[src/rtl/fsmc_reg_bank.sv]
// FSMC chip-select slot: 8 x 16-bit registers plus a TX stream FIFO fed by TXDATA writes.
// Latency: read data is registered one cycle into the access; a write lands one cycle after en_cs falls.
// Backpressure: tx_valid/tx_ready stream; a push into a full FIFO is dropped and sets sticky ovf.
module fsmc_reg_bank #(
    parameter logic [2:0] CS_ID   = 3'd1,
    parameter int         FIFO_AW = 4
) (
    input  logic        clk,
    input  logic        reset,
    input  logic [15:0] module_in,
    input  logic [2:0]  cs_addr_latch,
    input  logic        en_cs,
    input  logic        fsmc_nwe,
    output logic [15:0] module_out,
    output logic        cs_state,
    output logic [15:0] tx_data,
    output logic        tx_valid,
    input  logic        tx_ready
);
    localparam int                   DEPTH     = 2 ** FIFO_AW;
    localparam logic [FIFO_AW-1:0]   PTR_ONE   = 1;
    localparam logic [FIFO_AW:0]     LVL_ONE   = 1;
    localparam logic [FIFO_AW:0]     LVL_DEPTH = (FIFO_AW+1)'(DEPTH);

    typedef enum logic [1:0] {IDLE, SEL, COMMIT, IGNORE} state_t;

    state_t             state, state_nxt;
    logic               en_cs_q, nwe_s1, nwe_s2;
    logic [2:0]         addr_q;
    logic               wr_seen;
    logic               ctrl_en;
    logic [15:0]        scratch;
    logic               ovf;
    logic [15:0]        mem [DEPTH];
    logic [FIFO_AW-1:0] wr_ptr, rd_ptr;
    logic [FIFO_AW:0]   level;
    logic [15:0]        status, rd_mux;
    logic               en_rise, commit_wr, wr_ctrl, wr_status, wr_scratch;
    logic               push, pop, flush, full, empty, push_acc;

    assign en_rise    = en_cs & ~en_cs_q;
    assign commit_wr  = (state == COMMIT) && wr_seen;
    assign wr_ctrl    = commit_wr && (addr_q == 3'd0);
    assign wr_status  = commit_wr && (addr_q == 3'd1);
    assign push       = commit_wr && (addr_q == 3'd2);
    assign wr_scratch = commit_wr && (addr_q == 3'd3);
    assign flush      = wr_ctrl && module_in[1];
    assign full       = (level == LVL_DEPTH);
    assign empty      = (level == '0);
    assign tx_valid   = ~empty & ctrl_en;
    assign tx_data    = mem[rd_ptr];
    assign pop        = tx_valid & tx_ready;
    // A full FIFO still takes a push when a pop frees a slot in the same cycle.
    assign push_acc   = push && (!full || pop);
    assign status     = {8'h00, ovf, full, empty, 5'(level)};

    always_comb begin
        rd_mux = '0;
        case (addr_q)
            3'd0:    rd_mux = {15'd0, ctrl_en};
            3'd1:    rd_mux = status;
            3'd3:    rd_mux = scratch;
            default: rd_mux = '0;
        endcase
    end

    always_ff @(posedge clk) begin
        if (!reset) begin
            state   <= IDLE;
            en_cs_q <= 1'b0;
            nwe_s1  <= 1'b1;
            nwe_s2  <= 1'b1;
        end else begin
            state   <= state_nxt;
            en_cs_q <= en_cs;
            nwe_s1  <= fsmc_nwe;
            nwe_s2  <= nwe_s1;
        end
    end

    always_comb begin
        state_nxt = state;
        case (state)
            IDLE:    if (en_rise) state_nxt = (cs_addr_latch == CS_ID) ? SEL : IGNORE;
            SEL:     if (!en_cs) state_nxt = COMMIT;
            COMMIT:  state_nxt = IDLE;
            IGNORE:  if (!en_cs) state_nxt = IDLE;
            default: state_nxt = IDLE;
        endcase
    end

    always_comb begin
        cs_state = (state == SEL);
    end

    always_ff @(posedge clk) begin
        if (!reset) begin
            addr_q     <= '0;
            wr_seen    <= 1'b0;
            module_out <= '0;
            ctrl_en    <= 1'b0;
            scratch    <= '0;
            ovf        <= 1'b0;
        end else begin
            if (state == IDLE && en_rise) begin
                addr_q  <= module_in[2:0];
                wr_seen <= 1'b0;
            end else if (state == SEL && !nwe_s2) begin
                wr_seen <= 1'b1;
            end
            // STATUS is live: the read mux is re-sampled every SEL cycle.
            module_out <= (state == SEL) ? rd_mux : '0;
            if (wr_ctrl)    ctrl_en <= module_in[0];
            if (wr_scratch) scratch <= module_in;
            if (wr_status && module_in[15]) ovf <= 1'b0;
            else if (push && !push_acc)     ovf <= 1'b1;
        end
    end

    always_ff @(posedge clk) begin
        if (!reset) begin
            wr_ptr <= '0;
            rd_ptr <= '0;
            level  <= '0;
            for (int i = 0; i < DEPTH; i++) mem[i] <= '0;
        end else if (flush) begin
            wr_ptr <= '0;
            rd_ptr <= '0;
            level  <= '0;
        end else begin
            if (push_acc) begin
                mem[wr_ptr] <= module_in;
                wr_ptr      <= wr_ptr + PTR_ONE;
            end
            if (pop) rd_ptr <= rd_ptr + PTR_ONE;
            case ({push_acc, pop})
                2'b10:   level <= level + LVL_ONE;
                2'b01:   level <= level - LVL_ONE;
                default: level <= level;
            endcase
        end
    end
endmodule

[config.mk]
export PLATFORM = sky130hd
export DESIGN_NAME = fsmc_reg_bank
export DESIGN_NICKNAME = d
export VERILOG_FILES = /design/src/rtl/fsmc_reg_bank.sv
export SDC_FILE = /design/constraint.sdc
export NUM_CORES = 1
export LEC_CHECK = 0
export ABC_AREA = 1
export CORE_MARGIN = 2
export CORE_UTILIZATION = 50
export DETAILED_ROUTE_END_ITERATION = 7
export PLACE_DENSITY = 0.7
export SLEW_MARGIN = 20
export SYNTH_ARGS = -nofsm -noshare
export SYNTH_HDL_FRONTEND = slang
export SYNTH_SLANG_ARGS = --single-unit
export TNS_END_PERCENT = 10
[constraint.sdc]
create_clock -name clk -period 2.2 [get_ports clk]
set_input_delay 0.33 -clock clk [delete_from_list [all_inputs] [get_ports clk]]
set_output_delay 0.33 -clock clk [all_outputs]
set_load 0.01 [all_outputs]
==> flow_summary.ini, run 1 <==
[global_routing]
grt_first_pass_wirelength_um = 55000
grt_pass1_vias = 10000
grt_max_degree = 47
track_usage_pct = 24.2
gr-total-overflow = 0
antenna_found_initial = 0

[sta]
tns_ns = -3.65
fin_skew_ns = 0.0113
max-slew-margin-rel_pct = 53.0
finalSetupViolCount = 16
tightest_slew_ns = 0.702
worst_slack_ns = -0.322
final-hold-violation-count = 0
post-route-period-util_pct = 115
period_needed_ns = 2.52
fmax_mhz = 397
drv_slew = 0
rsz0062_at_grt = true

[power]
p_leak_nw = 6.68
irDropWorstVdd_v = 0.000531
power_density_nw_per_um2 = 729
finalPower_mw = 12.5

[critical_path]
crit_fanout = 21
crit_slowest_cell = dfxtp_4
cp-start-kind = register
cp-end-kind = primary output
criticalPathCategory = register to primary output
cp_num_buf_inv = 3
cp_top_family = compound AO/OA/AOI/OAI gates
required_ns = 1.87
crit_path_cell_trace = buf_4 -> buf_12 -> mux2i_1 -> o21ai_1 -> o211ai_1 -> nand2_1 -> buf_2
cp.arrival_ns = 2.19
slowest_delay_ns = 0.39

[layout]
fill_cells = 2233
final_cells = 1840
finalInstanceArea_um2 = 17100
nets = 1473
antenna_cells = 0
drive_gt1_share_pct = 17.3
synthToLayoutAreaGrowth_pct = 21.0

[detailed_routing]
drt_iter0_markers = 938
drc = 0
ant_nets = 0
vias = 10200
via_per_inst = 5.54
wl_per_cell_um = 19.0
firstDrtPassIters = 5
wirelength_um = 34900

[synthesis]
synthTopCellsByArea = edfxtp_1, dfxtp_1, nor2_1, mux2i_1, a21oi_1
synth_fa_ha_area_share_pct = 0.850
synth-compound-area-share_pct = 11.1
synth-xor-area-share_pct = 0.124
postSynthCellCount = 1315
yosysMostFrequentCell = nor2_1
synthSimpleGateAreaFrac_pct = 14.1
synth_cell_types = 36
syn-cell-area_um2 = 14100
synth_top_cell_by_area = edfxtp_1
synth_top_family_by_area = simple AND/OR/NAND/NOR gates
synthTopCellsByCount = nor2_1, edfxtp_1, a21oi_1
synth_async_sr_flop_share_pct = 0
syn_area_per_cell_um2 = 10.7
synth_nets = 1348
ys.flop_type = edfxtp_1
synth_seq_cells = 316
synthMuxAreaShare_pct = 4.53
yosys.area.top_type_share_pct = 54.4
yosysWarnings = 0
ys_seq_area_share_pct = 62.9
synth-edff-count = 256

[outcome]
status = complete, but fails checks
violations = setup timing

[cts]
clock_path_buffers = 3
cts_made_buffers = 31
ctsHtreeMaxLevel = 1
cts_hold_buf = 0
clk_latency_ns = 0.56
cts_tree = built
cts_sinks = 316
cts_root_buf = clkbuf_16
clkTransAtPathRegs_ns = 0.06

[placed_design]
io_buffer_count = 57
dp_cells = 1768
place_congestion = 0.813
placed_cell_area_um2 = 15800
hpwlAfterDp_um = 21900

[floorplan]
num_io_pins = 58
initial_core_util_pct = 50.9
die_w_um = 172
dieArea_um2 = 29600
placementRows = 61
die_h_um = 172
coreArea_um2 = 27800

[run]
max_cap_violations = 0

[hold_path]
worstHoldPathType = primary input to register
routing by layer:
metal | wire length (µm) | vias up | GRT usage [%]
li1 | - | 4757 | -
met1 | 14100 | 5044 | 32.0
met2 | 17800 | 336 | 42.3
met3 | 2210 | 51 | 2.79
met4 | 788 | 0 | 7.27
met5 | 0 | - | 0
per-stage QoR:
| stage | hold slack, ns | setup slack, ns | utilization, % |
|---|---|---|---|
| 2_1_floorplan | 0.393 | 0.0259 | - |
| 3_3_place_gp | 0.398 | -0.0578 | 56.9 |
| 3_5_place_dp | 0.405 | -0.0923 | 56.9 |
| 4_1_cts | 0.347 | -0.347 | 61.3 |
| 5_1_grt | 0.358 | -0.370 | 61.6 |
| 6_report | 0.350 | -0.322 | 61.6 |
sequential cells by signal, summed over array words and instances, names as in the netlist, named ones only:
register,count
wr_ptr,4
rd_ptr,4
mem,256
en_cs_q,1
module_out,16
scratch,16
addr_q,3
nwe_s1,1
ctrl_en,1
state,2
wr_seen,1
ovf,1
level,5
nwe_s2,1
final timing paths:
check	from	cells after the start	end	slack [ns]
max reg2reg	addr_q[0]	14	level[4]	0.18
max	register	7	tx_data[4]	-0.32
min reg2reg	nwe_s1	1	nwe_s2	0.42
min	fsmc_nwe	2	nwe_s1	0.35
cell type report:
class | instances | area, µm² | share of cell area [%]
inverters | 120 | 452 | 2.64
well taps | 378 | 473 | 2.77
flip-flops and latches | 316 | 8900 | 52.0
clock buffers | 34 | 787 | 4.60
clock inverters | 21 | 195 | 1.14
repair buffers | 177 | 1860 | 10.9
multi-input cells | 794 | 4440 | 25.9
layout by cell type, fill, tap and decap left out, drive strengths merged:
cell type / n
nor2: 299
edfxtp: 256
buf: 132
a21oi: 106
inv: 103
o21ai: 101
nand2: 100
o211ai: 65
mux2i: 64
dfxtp: 60
clkdlybuf4s50: 41
clkbuf: 37
nand3: 36
clkinv: 33
ha: 8
bufinv: 4
nand4: 3
nor3: 3
xor2: 2
or2: 2
o221ai: 1
a22o: 1
a32oi: 1
a31oi: 1
fa: 1
clkinvlp: 1
bufbuf: 1
logic make-up after synthesis:
family / count (synthesis)
compound gates: 276
xor+xnor: 2
fa+ha+maj: 9
buf+inv: 205
flops: 316
mux: 64
simple gates: 443
power breakdown:
| group | switching [mW] | internal [mW] |
|---|---|---|
| Sequential | 0.0610 | 6.62 |
| Combinational | 0.370 | 0.197 |
| Clock | 2.19 | 3.02 |
what timing repair did:
action / 4_1_cts / 5_1_grt
pin swaps: 27 / 14
gates resized for setup: 106 / 24
buffers inserted: 13 / 0
endpoints found under the setup margin: 17 / 19
gates cloned: 3 / 1
(Power assumes the default switching activity.)
==> run 2, diff against run 1 <==
--- a/config.mk
+++ b/config.mk
@@ -10,7 +10,6 @@
 export CORE_UTILIZATION = 50
 export DETAILED_ROUTE_END_ITERATION = 7
 export PLACE_DENSITY = 0.7
-export SLEW_MARGIN = 20
 export SYNTH_ARGS = -nofsm -noshare
 export SYNTH_HDL_FRONTEND = slang
 export SYNTH_SLANG_ARGS = --single-unit
==> results of run 2 <==
Same layout as run 1: the final DEF is identical, and so are final timing and power.
